[config.mk]
export PLATFORM = sky130hd
export DESIGN_NAME = song_recorder
export DESIGN_NICKNAME = d
export VERILOG_FILES = /design/src/rtl/song_pkg.sv /design/src/rtl/note_timer.sv /design/src/rtl/song_recorder.sv
export SDC_FILE = /design/constraint.sdc
export NUM_CORES = 1
export LEC_CHECK = 0
export BUFFER_PORTS_ARGS = -buffer_cell sky130_fd_sc_hd__buf_2
export CORE_MARGIN = 4
export CORE_UTILIZATION = 45
export CTS_CLUSTER_DIAMETER = 50
export CTS_CLUSTER_SIZE = 10
export DETAILED_ROUTE_END_ITERATION = 10
export PLACE_DENSITY = 0.7
export SKIP_LAST_GASP = 1
export SLEW_MARGIN = 20
export SYNTH_ARGS = -nofsm -noshare
export SYNTH_HDL_FRONTEND = slang
export SYNTH_SLANG_ARGS = --single-unit
[constraint.sdc]
create_clock -name clk_in -period 2.4 [get_ports clk_in]
set_input_delay 0.12 -clock clk_in [delete_from_list [all_inputs] [get_ports clk_in]]
set_output_delay 0.12 -clock clk_in [all_outputs]
set_load 0.01 [all_outputs]
[src/rtl/song_pkg.sv]
// Shared song-memory definitions used by both the recorder and the playback path:
// slot geometry, the finish sentinel, the default note period and the recorder state encoding.
package song_pkg;

    localparam logic [6:0] SONG_FINISH         = 7'h7F;
    localparam int         SLOT_DEPTH          = 250;
    localparam int         NOTE_LENGTH_DEFAULT = 50_000_000;
    localparam int         ADDR_BITS           = 10;

    typedef enum logic [1:0] {
        REC_IDLE      = 2'd0,
        REC_COUNTIN   = 2'd1,
        REC_RECORD    = 2'd2,
        REC_TERMINATE = 2'd3
    } rec_state_e;

    // First RAM address of a slot; slot 3 starts at 750, so ADDR_BITS is always wide enough.
    function automatic logic [ADDR_BITS-1:0] slot_base(input logic [1:0] slot_sel);
        return ADDR_BITS'(SLOT_DEPTH) * ADDR_BITS'(slot_sel);
    endfunction

endpackage

[src/rtl/note_timer.sv]
// Note-period counter: counts 0..NOTE_LENGTH-1 while run_i is high and flags the
// terminal count with a one-cycle tick. Shared by the count-in and record phases.
module note_timer
    import song_pkg::*;
#(
    parameter int NOTE_LENGTH = NOTE_LENGTH_DEFAULT
) (
    input  logic clk_in,
    input  logic rst_in,
    input  logic clear_i,
    input  logic run_i,
    output logic tick_o
);

    localparam int            CW   = (NOTE_LENGTH > 1) ? $clog2(NOTE_LENGTH) : 1;
    localparam logic [CW-1:0] LAST = CW'(NOTE_LENGTH - 1);

    logic [CW-1:0] cnt_q;
    logic [CW-1:0] cnt_d;

    always_comb begin
        cnt_d = cnt_q;
        if (clear_i) begin
            cnt_d = '0;
        end else if (run_i) begin
            cnt_d = (cnt_q == LAST) ? '0 : cnt_q + CW'(1);
        end
    end

    always_ff @(posedge clk_in or posedge rst_in) begin
        if (rst_in) begin
            cnt_q <= '0;
        end else begin
            cnt_q <= cnt_d;
        end
    end

    assign tick_o = run_i && (cnt_q == LAST);

endmodule

[src/rtl/song_recorder.sv]
// Song recorder: samples note_in once per note period into one of four song slots and
// closes each take with the finish sentinel. Optional count-in phase: RECORDER_COUNTIN_EN.
module song_recorder
    import song_pkg::*;
#(
    parameter int NOTE_LENGTH = NOTE_LENGTH_DEFAULT
) (
    input  logic                 clk_in,
    input  logic                 rst_in,
    input  logic                 start,
    input  logic                 stop,
    input  logic [1:0]           slot,
    input  logic [6:0]           note_in,
    output logic                 wr_en,
    output logic [ADDR_BITS-1:0] wr_addr,
    output logic [7:0]           wr_data,
    output logic                 busy,
    output logic                 done,
    output logic [7:0]           notes_written,
    output logic                 countin_active
);

    rec_state_e           state_q;
    logic [ADDR_BITS-1:0] base_q;
    logic [7:0]           idx_q;
    logic                 wr_en_q;
    logic [ADDR_BITS-1:0] wr_addr_q;
    logic [7:0]           wr_data_q;
    logic                 busy_q;
    logic                 done_q;

    logic                 tick;
    logic                 timer_clear;
    logic                 timer_run;
    logic [6:0]           sample_d;
    logic [ADDR_BITS-1:0] cur_addr_d;

`ifdef RECORDER_COUNTIN_EN
    logic [1:0]           period_q;
    logic                 countin_q;
`endif

    assign timer_clear = (state_q == REC_IDLE);
    assign timer_run   = (state_q == REC_RECORD) || (state_q == REC_COUNTIN);
    // The finish code is reserved for the sentinel, so a live 7F is stored as a rest.
    assign sample_d    = (note_in == SONG_FINISH) ? 7'h00 : note_in;
    assign cur_addr_d  = base_q + ADDR_BITS'(idx_q);

    note_timer #(
        .NOTE_LENGTH(NOTE_LENGTH)
    ) u_timer (
        .clk_in (clk_in),
        .rst_in (rst_in),
        .clear_i(timer_clear),
        .run_i  (timer_run),
        .tick_o (tick)
    );

    always_ff @(posedge clk_in or posedge rst_in) begin
        if (rst_in) begin
            state_q   <= REC_IDLE;
            base_q    <= '0;
            idx_q     <= '0;
            wr_en_q   <= 1'b0;
            wr_addr_q <= '0;
            wr_data_q <= '0;
            busy_q    <= 1'b0;
            done_q    <= 1'b0;
`ifdef RECORDER_COUNTIN_EN
            period_q  <= '0;
            countin_q <= 1'b0;
`endif
        end else begin
            wr_en_q <= 1'b0;
            done_q  <= 1'b0;
            case (state_q)
                REC_IDLE: begin
                    if (start) begin
                        base_q <= slot_base(slot);
                        idx_q  <= '0;
                        busy_q <= 1'b1;
`ifdef RECORDER_COUNTIN_EN
                        period_q  <= '0;
                        countin_q <= 1'b1;
                        state_q   <= REC_COUNTIN;
`else
                        state_q   <= REC_RECORD;
`endif
                    end
                end
`ifdef RECORDER_COUNTIN_EN
                REC_COUNTIN: begin
                    if (stop) begin
                        countin_q <= 1'b0;
                        wr_en_q   <= 1'b1;
                        wr_addr_q <= cur_addr_d;
                        wr_data_q <= {1'b0, SONG_FINISH};
                        state_q   <= REC_TERMINATE;
                    end else if (tick) begin
                        period_q <= period_q + 2'd1;
                        if (period_q == 2'd3) begin
                            countin_q <= 1'b0;
                            state_q   <= REC_RECORD;
                        end
                    end
                end
`endif
                REC_RECORD: begin
                    // Stop beats a coincident tick; the full-slot check keeps the sentinel in-slot.
                    if (stop || idx_q == 8'(SLOT_DEPTH - 1)) begin
                        wr_en_q   <= 1'b1;
                        wr_addr_q <= cur_addr_d;
                        wr_data_q <= {1'b0, SONG_FINISH};
                        state_q   <= REC_TERMINATE;
                    end else if (tick) begin
                        wr_en_q   <= 1'b1;
                        wr_addr_q <= cur_addr_d;
                        wr_data_q <= {1'b0, sample_d};
                        idx_q     <= idx_q + 8'd1;
                    end
                end
                REC_TERMINATE: begin
                    state_q <= REC_IDLE;
                    busy_q  <= 1'b0;
                    done_q  <= 1'b1;
                end
                default: state_q <= REC_IDLE;
            endcase
        end
    end

    assign wr_en         = wr_en_q;
    assign wr_addr       = wr_addr_q;
    assign wr_data       = wr_data_q;
    assign busy          = busy_q;
    assign done          = done_q;
    assign notes_written = idx_q;
`ifdef RECORDER_COUNTIN_EN
    assign countin_active = countin_q;
`else
    assign countin_active = 1'b0;
`endif

endmodule

Word-level counts from Yosys, hierarchy flattened
Cells that the tools add are included.

Multipliers: 1. Mux-type cells: 21. Reduce and logical (&&, ||, !) cells: 13. Equality and inequality tests: 10. $add $sub $neg: 3.

Operators by type and width (count): 26-bit two-way mux (3); 8-bit two-way mux (5); 26-bit by 1-bit adder with 26-bit output (second input constant) (1); 26-bit == test (second input constant) (1); 10-bit two-way mux (2); 8-bit case mux with 2 select lines (1); 10-bit by 8-bit adder with 10-bit output (1); 7-bit by 2-bit multiplier with 9-bit output (first input constant) (1); 8-bit by 1-bit adder with 8-bit output (second input constant) (1); 8-bit == test (second input constant) (1); 2-bit AND reduction (4); 2-bit nonzero test (4); 7-bit == test (second input constant) (1); 7-bit two-way mux (1); 2-bit != test (second input constant) (3); 1-bit two-way mux (5); 2-bit == test (second input constant) (2); 2-bit two-way mux (2); 2-bit case mux with 2 select lines (1); 4-bit AND reduction (1); 2-bit by 1-bit == test with 1-bit output (second input constant) (1); 2-bit logical NOT (1); 1-bit logical OR (2); 2-bit by 1-bit != test with 1-bit output (second input constant) (1); other kinds (2) (2).

Register bits after elaboration: 66. Logic and storage cells: 57. Output and inout port bits: 30. Input bits: 13.

Depth between registers and ports, before layout
Gate-level depths: netlist of the first run.

Depth in word-level cells: 6. Mapped depth: 8.

By module
From an unflattened synthesis of the first run, not the netlist that was laid out.

Cell total of the unflattened synthesis: 364. Area total of the unflattened synthesis: 3495.9 sq um.

By module, submodules not included: song_recorder (instances 1, cells an instance 213, area each 2062.0 sq um); note_timer (instances 1, cells an instance 151, area each 1433.9 sq um).

Worst setup path before layout of the first run
OpenSTA, ideal clock, no wires.

Kind: flip-flop to flip-flop. From: reg idx_q[3], in the netlist notes_written[3]. To: reg wr_addr_q[8], in the netlist wr_addr[8]. Period minus slack after synthesis: 2.078 ns. Library setup time: 0.125 ns. Path slack: 0.322 ns. Arrival time: 1.953 ns. Stages on the path, launching flop included: 7. Path buffers: 0. Cells stage by stage: dfrtp_1 ha_1 and3_1 a221o_1 o41ai_1 xnor2_1 mux2_2.

Cells in the longest elaborated chain, start to end: 4. Elaborated cells on any way between the ends: 7.

RTL lines: from (decl) (line song_recorder.sv:25) `logic [7:0] idx_q;`; from (signal assigned) (line song_recorder.sv:119) `idx_q <= idx_q + 8'd1;`; branches (longest 4 deep; another with 10-bit by 8-bit adder with 10-bit output); to (signal assigned) (line song_recorder.sv:112) `wr_addr_q <= cur_addr_d;`; to (signal assigned) (line song_recorder.sv:117) `wr_addr_q <= cur_addr_d;`; to (decl) (line song_recorder.sv:27) `logic [ADDR_BITS-1:0] wr_addr_q;`.

Parallel ways; which one is timed is not known. The select of a mux whose other input is x is not followed. A chain may end at the register's enable or synchronous reset.

Worst setup path after layout of the first run
From: reg u_timer.cnt_q[0]. To: reg wr_addr_q[6], in the netlist wr_addr[6].

Cells in the longest elaborated chain, start to end: 4.

RTL lines: from (decl) (line note_timer.sv:18) `logic [CW-1:0] cnt_q;`; from (signal assigned) (line note_timer.sv:34) `cnt_q <= cnt_d;`; 26-bit == test (line note_timer.sv:38) `assign tick_o = run_i && (cnt_q == LAST);`; 1-bit logical AND (line note_timer.sv:38); 2-bit nonzero test (no line); 2-bit AND reduction (no line).

Every way passes these cells.

==> results of run 1 <==
-- worst reg2reg max path: cells and delay by family (launching register included) --
family	cells	cell delay (ns)
muxes	1	0.39
and+or+nand+nor	3	0.66
adders and majority gates	1	0.23
AOI/OAI and AO/OA	1	0.40
DFF	1	0.42
-- cells by family (layout without fill, tap and decap cells) --
| group | count (synthesis) | after routing |
|---|---|---|
| and+or+nand+nor | 134 | 134 |
| DFF | 62 | 62 |
| AOI/OAI and AO/OA | 48 | 48 |
| buffers and inverters | 27 | 81 |
| xor gates and xnor gates | 26 | 26 |
| adders and majority gates | 18 | 18 |
| muxes | 18 | 18 |
| other | 1 | 2 |
-- repair_timing --
| item | 4_1_cts | 5_1_grt |
|---|---|---|
| gates resized for setup | 0 | 0 |
| hold endpoints to repair | 14 | 1 |
| hold buffers | 1 | 1 |
-- state kept, by name, summed over array words and instances, names as in the netlist --
register       count
u_timer.cnt_q     26
wr_addr           10
notes_written      8
wr_data            7
base_q             6
state_q            2
busy               1
done               1
wr_en              1
-- layer usage --
layer	share of wire [%]	track usage, %
met1	45	22.3
met2	49	28.5
met3	4.6	4.61
met4	1.8	7.58
met5	0	0
-- cells in the final DEF, fill, tap and decap left out, types with 4 or more instances in the layout --
cell       synthesis  routed
xnor2_1            6       6
mux2_2            13      13
a21oi_1            8       8
buf_2              2      40
ha_1              17      17
o21ai_0           13      13
and4_1             5       5
nand2b_1           4       4
dfrtp_1           62      62
nand2_1           30      30
nor2_1            34      34
inv_6              0       4
nand3_1           10      10
clkbuf_8           0       9
xor2_1            20      20
nor3_1             4       4
a22o_1             4       4
inv_1             11      10
and3_1             9       9
buf_4              3      12
a2bb2oi_1          7       7
nand4_1           17      17
-- final cells by class --
| class | instances | area, µm² |
|---|---|---|
| flip-flops and latches | 62 | 1550 |
| repair buffers | 54 | 310 |
| inverters | 11 | 41.3 |
| well taps | 99 | 124 |
| fillers | 661 | 3340 |
| multi-input cells | 246 | 1770 |
| clock buffers | 9 | 124 |
| clock inverters | 7 | 103 |
-- final timing paths --
kind / start / end / slack, ns
worst min register to register: busy / busy / 0.48
min in group asynchronous: rst_in / wr_data[4] / 0.29
worst min-delay path: note_in[6] / wr_data[6] / 0.01
worst max register to register: u_timer.cnt_q[0] / wr_addr[6] / 0.20
max in group asynchronous: rst_in / base_q[7] / 1.48
worst max-delay path: u_timer.cnt_q[0] / wr_addr[6] / 0.20
-- power breakdown --
group          internal [mW]  switching, mW  leakage (nW)
clock network          0.599          0.457         0.111
registers               1.22          0.137         0.794
logic                  0.495          0.626          1.02
total                   2.32           1.22          1.93
==> summary.txt, run 1 <==
Yosys
  – Post-synth cell types: 56
  – Simple-Gate Fraction of Synth Area: 21.4%
  – Most used DFF post-synth: dfrtp_1
  – Complex-gate fraction of the synthesized area: 10.3%
  – Most common cell in the netlist: dfrtp_1
  – Cells after synthesis: 334
  – Adder-cell share of the synthesized area: 6.71%
  – Syn avg cell area: 10.4 µm²
  – Ranking of synthesized cells by area: dfrtp_1, ha_1, xor2_1, mux2_2, nor2_1
  – Area of the mapped netlist: 3470 µm²
  – Seq/Total Area, Yosys: 44.7%
  – Ys async rst share: 100%
  – Post-synth EDFFs: 0
  – YS warnings: 0
  – Post-synth top cells: dfrtp_1, nor2_1, nand2_1
  – Synth Area in XOR/XNOR: 6.56%
  – #FFs+latches synth: 62
  – Mux share of post-synthesis cell area: 5.95%
  – Largest family of logic cells by synthesized area: simple AND/OR/NAND/NOR gates
  – Area fraction of the dominant cell type after synthesis: 44.7%
  – Largest area contributor in the netlist: dfrtp_1

Global route
  – GRT Total Usage: 17.7%
  – Vias in the first global route: 2,608
  – Initial antenna violation count: 0
  – Overflow after GRT: 0
  – First-pass GRT wire length: 12,500 µm
  – Largest net degree at the start of global routing: 25

Clock network
  – CTS tree: yes
  – Worst-case clock buffer depth: 2
  – Clock sink count: 62
  – TritonCTS buffer count: 9
  – CTS root buffer: clkbuf_8
  – H-tree levels: 3
  – Clock latency at the later pin of the worst-skew pair: 0.34 ns
  – Post-CTS Setup Bufs: 0
  – Reg clk slew, reported paths: 0.08 ns

Setup path
  – Startpoint types: flop
  – Worst r2r path cells: 6
  – CP Capture Type: flop
  – Worst-path fanout max: 12
  – Buf/Inv on CP: 0
  – WP data arrival: 2.43 ns
  – CP required: 2.63 ns
  – CP Depth: 6
  – Critical path class: reg -> reg
  – Slowest stage delay, CP: 0.42 ns
  – Worst path cell trace: ha_1 -> nand3_1 -> nor3b_4 -> nand3_2 -> a21boi_4 -> mux2_2
  – CP top delay family: simple AND/OR/NAND/NOR gates
  – Worst path slowest cell: dfrtp_1

Detailed routing
  – DR vias: 2,630
  – Final WL: 7230 µm
  – DRC: 0
  – Final ANT Viol Nets: 0
  – Drt first-iter violations: 114
  – Drt first pass iters: 4
  – Wirelength per Cell: 14.8 µm
  – Via density: 5.39

Outcome
  – Run status: complete, no violations

Min path
  – Hold WC Path Type: in -> reg
  – Worst Hold Path Cells: 3

Placement
  – Gpl congestion: 0.904
  – Place WS: 0.212 ns
  – Port bufs: 40
  – DP Area: 3780 µm²
  – Cell total after placement: 470
  – Dpl hpwl: 5290 µm

Finish
  – # nets final: 415
  – Final instance count without filler cells: 488
  – Layout cell share with drive strength beyond 1: 24.9%
  – Syn-to-layout area delta: 16.0%
  – Final instance area: 4030 µm²
  – Post-layout util: 54.7%
  – Ant diodes: 0

Timing
  – Final min period: 2.20 ns
  – Final setup viols: 0
  – Final critical-path setup slack: 0.197 ns
  – Final period util: 91.8%
  – Final Hold Slack: 0.0117 ns
  – Final Max Slew Viols: 0
  – Final hold viol count: 0
  – Layout Skew: 0.00998 ns
  – FMAX: 454 MHz
  – Post-Route Setup TNS: 0 ns
  – Unrepaired setup endpoints after global routing: no

Die
  – Rows: 31
  – Die H: 95.8 µm
  – I/O Pins: 43
  – Die area: 9180 µm²
  – Chip Width: 95.8 µm
  – Core area: 7370 µm²
  – Starting density of the core: 47.1%

Flow run
  – Max Cap Viol: 0

Pwr
  – Final Power: 3.54 mW
  – Pwr dens: 879 nW/µm²
  – VDD IR-drop max: 0.326 mV
  – LEAKAGE: 1.93 nW
Note: power is estimated with default switching activity, not from simulation.
==> run 2, diff against run 1 <==
--- a/config.mk
+++ b/config.mk
@@ -6,6 +6,7 @@
 export NUM_CORES = 1
 export LEC_CHECK = 0
 export BUFFER_PORTS_ARGS = -buffer_cell sky130_fd_sc_hd__buf_2
+export CORE_ASPECT_RATIO = 0.5
 export CORE_MARGIN = 4
 export CORE_UTILIZATION = 45
 export CTS_CLUSTER_DIAMETER = 50
==> run 2 against run 1 <==
Worst setup slack gained 0.0093 ns. Non-clock buffer count shrank 2. Critical path type unchanged. Sequential power is essentially flat. Maximum frequency grew 0.42%. Highest routed layer unchanged. Via count grew 0.99%. Die area grew 0.92%. Sequential cell count is the same.
==> summary.txt, run 2 (synthesis results as in run 1) <==
Outcome
  – Run status: complete, no violations

Detailed routing
  – Drt first pass iters: 4 (unchanged)
  – DRC: 0 (unchanged)
  – Final WL: 7050 µm (-2.5%)
  – M1 wire length: 3050 µm (-5.7%)
  – Drt first-iter violations: 136 (+19%)
  – Top Layer Used: met4
  – Met2 routed WL: 3630 µm (+2.7%)
  – Via density: 5.52 (+2.5%)
  – DR vias: 2,656 (+0.99%)
  – Final ANT Viol Nets: 0 (unchanged)
  – Wirelength per Cell: 14.7 µm (-1.1%)
  – Metal3 WL: 238 µm (-28%)

Clock network
  – Clock sink count: 62 (unchanged)
  – Reg clk slew, reported paths: 0.05 ns (-0.03 ns)
  – Post-CTS Setup Bufs: 0 (unchanged)
  – H-tree levels: 3 (unchanged)
  – CTS tree: yes
  – TritonCTS buffer count: 9 (unchanged)
  – Worst-case clock buffer depth: 2 (unchanged)
  – Clock latency at the later pin of the worst-skew pair: 0.33 ns (about the same)
  – CTS root buffer: clkbuf_16

Pwr
  – Pwr dens: 889 nW/µm² (+1.2%)
  – LEAKAGE: 1.94 nW (+0.66%)
  – Final Power: 3.60 mW (+1.7%)
  – VDD IR-drop max: 0.470 mV (+44%)

Timing
  – Slew HR: 55.0%
  – Unrepaired setup endpoints after global routing: no
  – Layout Skew: 0.00393 ns (-0.00605 ns)
  – Final period util: 91.4% (-0.39 points)
  – FMAX: 456 MHz (+0.42%)
  – Final Hold Slack: 0.0349 ns (+0.0231 ns)
  – Worst-margin pin slew: 0.674 ns
  – Final critical-path setup slack: 0.206 ns (+0.00928 ns)
  – Post-Route Setup TNS: 0 ns (unchanged)
  – Final setup viols: 0 (unchanged)
  – Final min period: 2.19 ns (-0.00928 ns)
  – Final hold viol count: 0 (unchanged)
  – Final Max Slew Viols: 0 (unchanged)

Flow run
  – Max Cap Viol: 0 (unchanged)

Finish
  – Max reg flops: 26 (unchanged)
  – Most common cell after layout, fill and taps aside: dfrtp_1
  – Filler cell count: 622 (-5.9%)
  – Layout cell share with drive strength beyond 1: 23.9% (-1.0 points)
  – Ant diodes: 0 (unchanged)
  – Most frequent cells in the layout: dfrtp_1, buf_2, nor2_1
  – Final instance area: 4050 µm² (+0.53%)
  – Final instance count without filler cells: 481 (-1.4%)
  – Post-layout util: 54.7% (about the same)
  – Biggest register: u_timer.cnt_q
  – Syn-to-layout area delta: 16.7%
  – # nets final: 413 (-0.48%)

Die
  – Starting density of the core: 46.9% (-0.22 points)
  – Chip Width: 132 µm (+38%)
  – I/O Pins: 43 (unchanged)
  – Core area: 7400 µm² (+0.48%)
  – Die H: 70.1 µm (-27%)
  – Die area: 9270 µm² (+0.92%)
  – Rows: 22 (-29%)

Global route
  – Largest net degree at the start of global routing: 33 (+32%)
  – Initial antenna violation count: 0 (unchanged)
  – Vias in the first global route: 2,641 (+1.3%)
  – GRT Total Usage: 15.9% (-1.7 points)
  – First-pass GRT wire length: 12,100 µm (-3.1%)
  – Overflow after GRT: 0 (unchanged)

Setup path
  – Startpoint types: flop
  – CP required: 2.61 ns (-0.02 ns)
  – Worst path cell trace: ha_1 -> nand3_1 -> nor3b_4 -> nand3_2 -> a21boi_4 -> mux2_2
  – R2R Setup Slk: 0.21 ns (about the same)
  – Critical path class: reg -> reg
  – CP Capture Type: flop
  – Worst path slowest cell: dfrtp_1
  – WP data arrival: 2.40 ns (-0.03 ns)
  – Worst-path fanout max: 12 (unchanged)
  – Slowest stage delay, CP: 0.40 ns (-0.02 ns)

Placement
  – DP Area: 3780 µm² (about the same)
  – Cell total after placement: 466 (-0.85%)
  – Place WS: 0.208 ns (-0.00414 ns)
  – Gpl congestion: 0.801 (-11%)
  – Port bufs: 40 (unchanged)
  – Dpl hpwl: 4950 µm (-6.3%)

Min path
  – Hold WC Path Type: in -> reg
-- run 2: cell types whose count changed in the layout (fill, tap and decap cells not counted) --
cell / previous run / this run
clkbuf_16: 0 / 9
clkbuf_1: 0 / 2
buf_4: 12 / 10
bufinv_16: 2 / 0
clkinvlp_4: 1 / 0
inv_6: 4 / 0
clkinv_2: 0 / 2
buf_12: 0 / 1
dlygate4sd3_1: 2 / 1
clkbuf_8: 9 / 1
-- run 2: timing repair --
action	4_1_cts	5_1_grt
gates resized for setup	0	0
hold endpoints to repair	30	0
setup endpoints to repair	0	1
hold buffers	1	0
-- run 2: critical path, delay by kind of cell (launching register included) --
kind / cells / cell delay [ns]
AND/OR/NAND/NOR: 3 / 0.64
flip-flops: 1 / 0.40
AO/OA/AOI/OAI: 1 / 0.40
multiplexers: 1 / 0.39
adder cells (fa/ha/maj): 1 / 0.23
-- run 2: final timing paths --
check                            startpoint               end  depth (start not counted)
min                              note_in[4]        wr_data[4]                          3
min reg2reg                            busy              busy                          1
max reg2reg                u_timer.cnt_q[0]        wr_addr[5]                          6
min in group asynchronous            rst_in        wr_data[4]                          3
max                        u_timer.cnt_q[0]        wr_addr[5]                          6
max in group asynchronous            rst_in  u_timer.cnt_q[7]                          4
-- run 2: power by group --
part	switching [mW]	leakage, nW	total, mW	internal, mW
clock network	0.423	0.128	1.13	0.710
registers	0.140	0.794	1.37	1.23
logic	0.613	1.02	1.10	0.485
total	1.18	1.94	3.60	2.42
-- run 2: layout make-up --
| type | instances | area [µm²] | area share (%) |
|---|---|---|---|
| clock buffer | 12 | 246 | 6.09 |
| clock inverter | 2 | 10.0 | 0.247 |
| inverter | 11 | 41.3 | 1.02 |
| multi-input combinational | 246 | 1770 | 43.8 |
| sequential | 62 | 1550 | 38.3 |
| tap | 96 | 120 | 2.97 |
| timing repair buffer | 52 | 305 | 7.54 |
-- run 2: layer usage --
| layer | up-vias | global-route usage, % |
|---|---|---|
| li1 | 1282 | - |
| met1 | 1310 | 18.6 |
| met2 | 53 | 28.3 |
| met3 | 11 | 4.60 |
| met4 | 0 | 5.53 |
| met5 | - | 0 |
